[config.mk]
export PLATFORM = sky130hd
export DESIGN_NAME = fnd_display_scheduler
export DESIGN_NICKNAME = d
export VERILOG_FILES = /design/src/rtl/fnd_codes_pkg.sv /design/src/rtl/ms_tick_gen.sv /design/src/rtl/fnd_display_scheduler.sv
export SDC_FILE = /design/constraint.sdc
export NUM_CORES = 1
export LEC_CHECK = 0
export ABC_AREA = 1
export BUFFER_PORTS_ARGS = -buffer_cell sky130_fd_sc_hd__buf_2
export CAP_MARGIN = 15
export CORE_MARGIN = 10
export CORE_UTILIZATION = 40
export CTS_CLUSTER_DIAMETER = 150
export DETAILED_ROUTE_END_ITERATION = 16
export HOLD_SLACK_MARGIN = 0.03
export PLACE_DENSITY = 0.66
export SLEW_MARGIN = 25
export SYNTH_ARGS = -nofsm -noshare
export SYNTH_HDL_FRONTEND = slang
export SYNTH_SLANG_ARGS = --single-unit
[constraint.sdc]
create_clock -name clk -period 5.7 [get_ports clk]
set_clock_uncertainty 0.2 [all_clocks]
set_input_delay 0.285 -clock clk [delete_from_list [all_inputs] [get_ports clk]]
set_output_delay 0.285 -clock clk [all_outputs]
set_load 0.05 [all_outputs]
[src/rtl/fnd_codes_pkg.sv]
// Display codes understood by the segment driver, plus the scheduler's
// state and display-source encodings.
package fnd_codes_pkg;

  localparam logic [31:0] FND_NULL    = 32'h00CC_0000;
  localparam logic [31:0] FND_ERROR   = 32'h00EE_0000;
  localparam logic [31:0] FND_PLUS    = 32'h0030_0000;
  localparam logic [31:0] FND_MINUS   = 32'h0040_0000;
  localparam logic [31:0] FND_MULT    = 32'h0010_0000;
  localparam logic [31:0] FND_DIV     = 32'h0020_0000;
  localparam logic [31:0] FND_MOD     = 32'h0050_0000;
  localparam logic [31:0] FND_HAPPY   = 32'h00A0_0000;
  localparam logic [31:0] FND_ANS     = 32'h00B0_0000;
  localparam logic [31:0] FND_NEG_ANS = 32'hE0B0_0000;

  typedef enum logic [1:0] {
    ST_VAL = 2'd0,
    ST_MSG = 2'd1,
    ST_ERR = 2'd2
  } sched_state_t;

  typedef enum logic [1:0] {
    SRC_VAL   = 2'd0,
    SRC_MSG   = 2'd1,
    SRC_ERR   = 2'd2,
    SRC_BLANK = 2'd3
  } src_t;

  function automatic int max_int(input int a, input int b);
    return (a > b) ? a : b;
  endfunction

endpackage

[src/rtl/ms_tick_gen.sv]
// Millisecond prescaler: one-cycle tick every TICK_DIV clocks, restartable
// through a synchronous clear.
module ms_tick_gen #(
  parameter int TICK_DIV = 50000
) (
  input  logic clk,
  input  logic rst,
  input  logic clr,
  output logic tick
);

  localparam int PW = (TICK_DIV > 1) ? $clog2(TICK_DIV) : 1;
  localparam logic [PW-1:0] LAST = PW'(TICK_DIV - 1);

  logic [PW-1:0] cnt_reg;

  // tick must not depend on clr: the scheduler derives clr from tick.
  assign tick = (cnt_reg == LAST);

  always_ff @(posedge clk or negedge rst) begin
    if (!rst) begin
      cnt_reg <= '0;
    end else if (clr || tick) begin
      cnt_reg <= '0;
    end else begin
      cnt_reg <= cnt_reg + PW'(1);
    end
  end

endmodule

[src/rtl/fnd_display_scheduler.sv]
// Chooses the word driven to the 6-digit segment driver: held value, timed
// messages with a one-deep queue, blinking ERROR, or forced blank.
module fnd_display_scheduler
  import fnd_codes_pkg::*;
#(
  parameter int TICK_DIV = 50000,
  parameter int MSG_MS   = 1000,
  parameter int BLINK_MS = 250
) (
  input  logic        clk,
  input  logic        rst,
  input  logic        val_valid,
  input  logic [31:0] val_data,
  input  logic        msg_valid,
  input  logic [31:0] msg_code,
  output logic        msg_ready,
  input  logic        err_set,
  input  logic        err_clr,
  input  logic        blank,
  output logic [31:0] fnd_serial,
  output logic [1:0]  src,
  output logic        busy
);

  localparam int MW = $clog2(max_int(MSG_MS, BLINK_MS) + 1);

  sched_state_t  state_reg, state_next;
  logic [31:0]   value_reg, value_next;
  logic [31:0]   active_reg, active_next;
  logic [31:0]   pend_reg, pend_next;
  logic          pend_full_reg, pend_full_next;
  logic          phase_reg, phase_next;
  logic [MW-1:0] ms_cnt_reg, ms_cnt_next;
  logic [31:0]   serial_reg, serial_next;
  src_t          src_reg, src_next;
  logic          busy_reg, busy_next;
  logic          ready_reg, ready_next;

  logic tick;
  logic timer_clr;
  logic msg_accept;
  logic msg_done;
  logic blink_done;

  ms_tick_gen #(.TICK_DIV(TICK_DIV)) u_tick (
    .clk  (clk),
    .rst  (rst),
    .clr  (timer_clr),
    .tick (tick)
  );

  assign msg_accept = msg_valid && ready_reg;
  assign msg_done   = tick && (ms_cnt_reg == MW'(MSG_MS - 1));
  assign blink_done = tick && (ms_cnt_reg == MW'(BLINK_MS - 1));

  always_comb begin
    state_next     = state_reg;
    active_next    = active_reg;
    pend_next      = pend_reg;
    pend_full_next = pend_full_reg;
    phase_next     = phase_reg;
    timer_clr      = 1'b0;
    ms_cnt_next    = tick ? ms_cnt_reg + MW'(1) : ms_cnt_reg;
    value_next     = val_valid ? val_data : value_reg;

    if (err_set) begin
      state_next     = ST_ERR;
      pend_full_next = 1'b0;
      phase_next     = 1'b0;
      timer_clr      = 1'b1;
    end else begin
      case (state_reg)
        ST_VAL: begin
          if (msg_accept) begin
            state_next  = ST_MSG;
            active_next = msg_code;
            timer_clr   = 1'b1;
          end
        end
        ST_MSG: begin
          if (msg_done) begin
            if (pend_full_reg) begin
              active_next    = pend_reg;
              pend_full_next = 1'b0;
              timer_clr      = 1'b1;
            end else if (msg_accept) begin
              active_next = msg_code;
              timer_clr   = 1'b1;
            end else begin
              state_next = ST_VAL;
            end
          end else if (msg_accept) begin
            pend_next      = msg_code;
            pend_full_next = 1'b1;
          end
        end
        ST_ERR: begin
          if (err_clr) begin
            state_next = ST_VAL;
          end else if (blink_done) begin
            phase_next  = ~phase_reg;
            ms_cnt_next = '0;
          end
        end
        default: state_next = ST_VAL;
      endcase
    end

    if (timer_clr) begin
      ms_cnt_next = '0;
    end

    // Outputs are computed from next-state values so they register alongside it.
    case (state_next)
      ST_MSG: begin
        serial_next = active_next;
        src_next    = SRC_MSG;
      end
      ST_ERR: begin
        serial_next = phase_next ? FND_NULL : FND_ERROR;
        src_next    = SRC_ERR;
      end
      default: begin
        serial_next = value_next;
        src_next    = SRC_VAL;
      end
    endcase
    if (blank) begin
      serial_next = FND_NULL;
      src_next    = SRC_BLANK;
    end
    busy_next  = (state_next == ST_MSG);
    ready_next = (state_next != ST_ERR) && !pend_full_next;
  end

  always_ff @(posedge clk or negedge rst) begin
    if (!rst) begin
      state_reg     <= ST_VAL;
      value_reg     <= '0;
      active_reg    <= '0;
      pend_reg      <= '0;
      pend_full_reg <= 1'b0;
      phase_reg     <= 1'b0;
      ms_cnt_reg    <= '0;
      serial_reg    <= FND_NULL;
      src_reg       <= SRC_VAL;
      busy_reg      <= 1'b0;
      ready_reg     <= 1'b0;
    end else begin
      state_reg     <= state_next;
      value_reg     <= value_next;
      active_reg    <= active_next;
      pend_reg      <= pend_next;
      pend_full_reg <= pend_full_next;
      phase_reg     <= phase_next;
      ms_cnt_reg    <= ms_cnt_next;
      serial_reg    <= serial_next;
      src_reg       <= src_next;
      busy_reg      <= busy_next;
      ready_reg     <= ready_next;
    end
  end

  assign fnd_serial = serial_reg;
  assign src        = src_reg;
  assign busy       = busy_reg;
  assign msg_ready  = ready_reg;

endmodule

==> results of run 1 <==
[area by class of cell]
class,count,area [um^2],area share
Sequential cell,162,4060,0.385
Multi-Input combinational cell,795,3970,0.376
Timing Repair Buffer,182,1270,0.121
Clock buffer,18,439,0.0416
Tap cell,275,344,0.0326
Inverter,85,319,0.0302
Clock inverter,13,150,0.0142
[cell usage after synthesis, drive strengths merged (2+ instances only)]
cell type and count:
nor3b 2, xor2 10, buf 26, a21oi 53
dfrtp 158, nor2 76, mux2 20, nand3b 19
o21ai 40, nand3 133, a22oi 3, nand2 358
or2 20, nor3 14, inv 85, ha 5
clkbuf 32, a21boi 27, dfstp 4, nand4 9
[final timing paths]
path                                        start            endpoint  slack [ns]
worst min register to register  u_tick.cnt_reg[0]   u_tick.cnt_reg[0]        0.27
min in group asynchronous                     rst  u_tick.cnt_reg[10]        0.30
worst min-delay path                        blank       fnd_serial[4]        0.17
max in group asynchronous                     rst      active_reg[29]        3.55
worst max register to register      ms_cnt_reg[0]       fnd_serial[2]        1.82
worst max-delay path                ms_cnt_reg[0]       fnd_serial[2]        1.82
[report_power, final]
group          internal, mW  switching (mW)  total [mW]
Clock                 0.664           0.507        1.17
Sequential             1.26          0.0756        1.34
Combinational         0.213           0.363       0.575
Total                  2.14           0.946        3.08
[routing by layer]
| layer | up-vias | share of wire | global-route usage | wire length, um |
|---|---|---|---|---|
| met4 | 0 | 0.024 | 0.0622 | 623 |
| li1 | 3840 | - | - | - |
| met3 | 43 | 0.054 | 0.0348 | 1380 |
| met2 | 211 | 0.49 | 0.302 | 12600 |
| met5 | - | 0 | 0 | 0 |
| met1 | 3725 | 0.43 | 0.235 | 11000 |
[cells by family after synthesis]
family / after synthesis
and+or+nand+nor: 631
DFF: 162
buffers and inverters: 143
AOI/OAI and AO/OA: 128
muxes: 20
xor gates and xnor gates: 11
adders and majority gates: 5
[stage by stage]
| step | total power [mW] | instances |
|---|---|---|
| global placement | 1.88 | 1432 |
| floorplan | 1.71 | 1100 |
| global route | 3.24 | 1530 |
| CTS | 3.10 | 1530 |
| finish | 3.08 | 1530 |
| detailed placement | 1.89 | 1432 |
[what timing repair did]
item	CTS	global route
hold buffers	67	0
hold endpoints to repair	164	0
setup buffers	0	0
==> results.toml, run 1 <==
[logic_synthesis]
synthTopCellsByArea = "dfrtp_1 (46%), nand2_1 (15%), nand3_1 (7.6%)"
synth-async-reset-ratio = 1.00
yosys_warnings = 0
synth_top_family_by_area = "simple AND/OR/NAND/NOR gates"
synth_top_area_share = 0.458
synth_area_mm2 = 0.00863
synth_compound_area_frac = 0.0864
ys_seq_elements = 162
synthAdderAreaFrac = 0.00725
ys_types = 41
syn_avg_cell_area_um2 = 7.85
synth_edf_count = 0
yosys.area.top_type = "dfrtp_1"
syn_nets = 1176
seq_area_frac_synth = 0.470
synthMuxAreaShare = 0.0261
synth_ff_type = "dfrtp_1"
synthSimpleGateAreaFrac = 0.329
synth-xor-area-share = 0.0112
synthCells = 1100

[place]
hpwl_mm = 17.7
dp_worst_setup_slack_ns = 1.95
portBuffers = 106
placed_area_mm2 = 0.00930
routabilityCongestion = 0.881

[run]
maxCapViolations = 0

[pwr]
p_leak_nw = 5.42
ir_drop_mv = 0.181
p_per_area_mw_per_mm2 = 292

[critical_path]
crit_required_ns = 5.84
cp_top_family = "simple AND/OR/NAND/NOR gates"
path_max_fanout = 35
crit_path_start_kind = "register"
cp-end-kind = "register"
cp_slowest_cell = "dfrtp_1"
crit_path_cell_trace = "ha_1 > nand4_1 > nor2_2 > buf_4 > nand3_4 > o21ai_0 > a21oi_1 > inv_1 > ha_1 > buf_4 > nor2_2 > buf_4 > nand3_1 > a21oi_1"
reg2regPathDepth = 14
worst-path-buf-inv = 4
slowest_delay_ns = 0.49
crit_top_cell = "buf_4"
critPathArrivalTime_ns = 4.02
critPathKind = "register to register"
crit_cells = 14

[hold_path]
hold_class = "input pin to register"
hold_depth = 2

[routing]
wl_per_cell_um = 16.7
viasPerCell = 5.11
routed_wl_mm = 25.6
drtIter0Drc = 878
drtPass1Iterations = 6
antenna_left = 0
num_vias = 7819
drcViolationCount = 0

[sta]
hold_slack_ns = 0.174
fmax_mhz = 258
setup_ws_ns = 1.82
period_share = 0.681
fin_crit_ns = 3.88
timing_worst_slew_pin_value_ns = 0.993
tns_ns = 0
hold_violations = 0
slew_viol_final = 0
relSlewSlack = 0.334
rsz0062_at_grt = "false"
setup_viol = 0

[global_routing]
grt_pass1_wl_mm = 41.4
gr-usage-all-layers = 0.183
grt-ovfl-total = 0
grt_max_degree = 91
grt_pass1_vias = 7679
antenna_found_initial = 1

[floorplanning]
num_rows = 53
die_w_um = 167
die_area_mm2 = 0.0278
start_util = 0.408
pin_count = 107
dieHeight_um = 167
fp.coreArea_mm2 = 0.0212

[cells_and_area]
fillCellCount = 1979
nets = 1319
fin_area_mm2 = 0.0106
layout_common_cells = "nand2_1 (352), dfrtp_1 (158), nand3_1 (131), buf_2 (105), inv_1 (74)"
final_common_cell = "nand2_1"
final_util = 0.499
antenna_cells = 0
drive_gt1_frac = 0.182
area_delta_synth_final_pct = 22.3

[cts]
cts.repair.resized = 0
clock_sinks = 162
worstSkewPairLatency_ns = 0.43
cts_root_buf = "clkbuf_16"
h-tree-depth = 4
clk_pin_slew_worst_paths_ns = 0.07
cts_buffer_depth = 2
cts_buffers = 17
cts_tree = "done"

[run_status]
status = "complete, no violations"
Note: power is estimated with default switching activity, not from simulation.
==> inputs of run 2 (changes only) <==
PLACE_DENSITY = 0.68   (was 0.66)
clock period = 3.5 ns   (was 5.7 ns; I/O delays follow)
==> results.toml, run 2 (synthesis results as in run 1) <==
[global_routing]
gr-usage-all-layers = 0.185
grt_pass1_wl_mm = 42.1
grt_pass1_vias = 8043
antenna_found_initial = 0
grt-ovfl-total = 0
grt_max_degree = 88

[floorplanning]
pin_count = 107
die_area_mm2 = 0.0278
dieHeight_um = 167
fp.coreArea_mm2 = 0.0212
die_w_um = 167
start_util = 0.408
num_rows = 53

[critical_path]
crit_top_cell = "a21oi_1"
reg2regPathDepth = 15
critPathKind = "register to register"
worstReg2RegEnd = "fnd_serial[21]"
worst-path-buf-inv = 4
slowest_delay_ns = 0.41
crit_cells = 15
cp_top_family = "compound AO/OA/AOI/OAI gates"
crit_required_ns = 3.65
timing.rr.start = "u_tick.cnt_reg[0]"
critPathArrivalTime_ns = 3.05
crit_path_cell_trace = "ha_1 > nand2_2 > inv_2 > nand2_2 > nor2_2 > nand3_4 > o21ai_0 > a21oi_1 > inv_1 > ha_1 > buf_4 > inv_1 > a21oi_1 > a21oi_1 > a21oi_1"
path_max_fanout = 33
crit_path_start_kind = "register"
cp-end-kind = "register"
ff2ff_setup_slack_ns = 0.60
cp_slowest_cell = "dfrtp_1"

[cts]
clk_pin_slew_worst_paths_ns = 0.07
cts.repair.resized = 0
cts_buffer_depth = 2
clock_sinks = 162
worstSkewPairLatency_ns = 0.44
cts_tree = "done"
cts_root_buf = "clkbuf_16"
h-tree-depth = 4
cts_buffers = 17

[pwr]
p_sw_mw = 1.51
switching_share = 0.310
clock_power_share = 0.363
p_leak_nw = 5.44
p_int_mw = 3.35
p_per_area_mw_per_mm2 = 458
seq_power_share = 0.444
power_frac_comb = 0.193
ir_drop_mv = 0.363
finalPower_mw = 4.85

[routing]
num_vias = 7876
routed_wl_mm = 25.7
wl_per_cell_um = 16.6
drcViolationCount = 0
viasPerCell = 5.11
drtPass1Iterations = 5
antenna_left = 0
drtIter0Drc = 617

[place]
hpwl_mm = 17.5
routabilityCongestion = 0.822
portBuffers = 106
dp_worst_setup_slack_ns = 0.686

[cells_and_area]
area_delta_synth_final_pct = 22.8
layout_common_cells = "nand2_1 (352), dfrtp_1 (158), nand3_1 (131), buf_2 (105), inv_1 (75)"
nets = 1330
antenna_cells = 0
final_common_cell = "nand2_1"
drive_gt1_frac = 0.188

[sta]
timing_worst_slew_pin_value_ns = 1.02
period_share = 0.830
tns_ns = 0
relSlewSlack = 0.323
setup_ws_ns = 0.595
hold_slack_ns = 0.0794
slew_viol_final = 0
hold_violations = 0
setup_viol = 0
fin_crit_ns = 2.90
fmax_mhz = 344
rsz0062_at_grt = "false"

[run]
maxCapViolations = 0

[run_status]
status = "complete, no violations"

[hold_path]
hold_depth = 4
min_from = "val_valid"
hold_class = "input pin to register"
min_to = "value_reg[14]"
[run 2: cell types whose count changed in the layout (fill, tap and decap cells not counted), moves of 2 or more]
cell | before | now
clkinv_2 | 2 | 0
clkinvlp_4 | 1 | 5
clkbuf_1 | 0 | 2
bufinv_16 | 2 | 0
buf_4 | 9 | 20
[run 2: power by group through the flow]
stage               Combinational (mW)  Sequential, mW  Clock (mW)
floorplan                        0.545            2.25           0
global placement                 0.851            2.18           0
detailed placement               0.874            2.19           0
CTS                              0.938            2.16        1.78
global route                      1.07            2.18        1.86
finish                           0.936            2.16        1.76
[run 2: metrics by stage]
step,utilization,instance area [um^2],std cells
3_5_place_dp,0.443,9380,1443
5_1_grt,0.501,10600,1542
3_3_place_gp,0.443,9380,1443
2_1_floorplan,-,8630,1100
4_1_cts,0.501,10600,1542
6_report,0.501,10600,1542
[run 2: layer usage]
layer,track usage,vias to the layer above,wire length [um]
met5,0,-,0
met4,0.0626,0,550
met3,0.0405,40,1290
met2,0.317,216,12900
met1,0.224,3765,10900
li1,-,3855,-
[run 2: what timing repair did]
action / 4_1_cts / 5_1_grt
hold endpoints to repair: 188 / 0
setup buffers: 0 / 0
hold buffers: 67 / 0
[run 2: final cells by class]
class	count	area, um^2
Clock buffer	20	447
Clock inverter	12	98.8
Inverter	85	319
Sequential cell	162	4060
Tap cell	275	344
Fill cell	1993	10600
Timing Repair Buffer	193	1360
Multi-Input combinational cell	795	3970
[run 2: worst min-delay path: stages]
cell     delay [ns]
buf_2          0.10
buf_4          0.23
nand2_1        0.09
nand2_1        0.06
[run 2: how the worst max path moves through the flow]
stage	start	endpoint	slack (ns)
2_1_floorplan	ms_cnt_reg[0]	fnd_serial[10]	0.61
3_3_place_gp	u_tick.cnt_reg[0]	fnd_serial[7]	0.72
3_5_place_dp	u_tick.cnt_reg[0]	fnd_serial[18]	0.69
4_1_cts	u_tick.cnt_reg[0]	fnd_serial[21]	0.63
5_1_grt	u_tick.cnt_reg[0]	fnd_serial[19]	0.39
6_report	u_tick.cnt_reg[0]	fnd_serial[21]	0.60
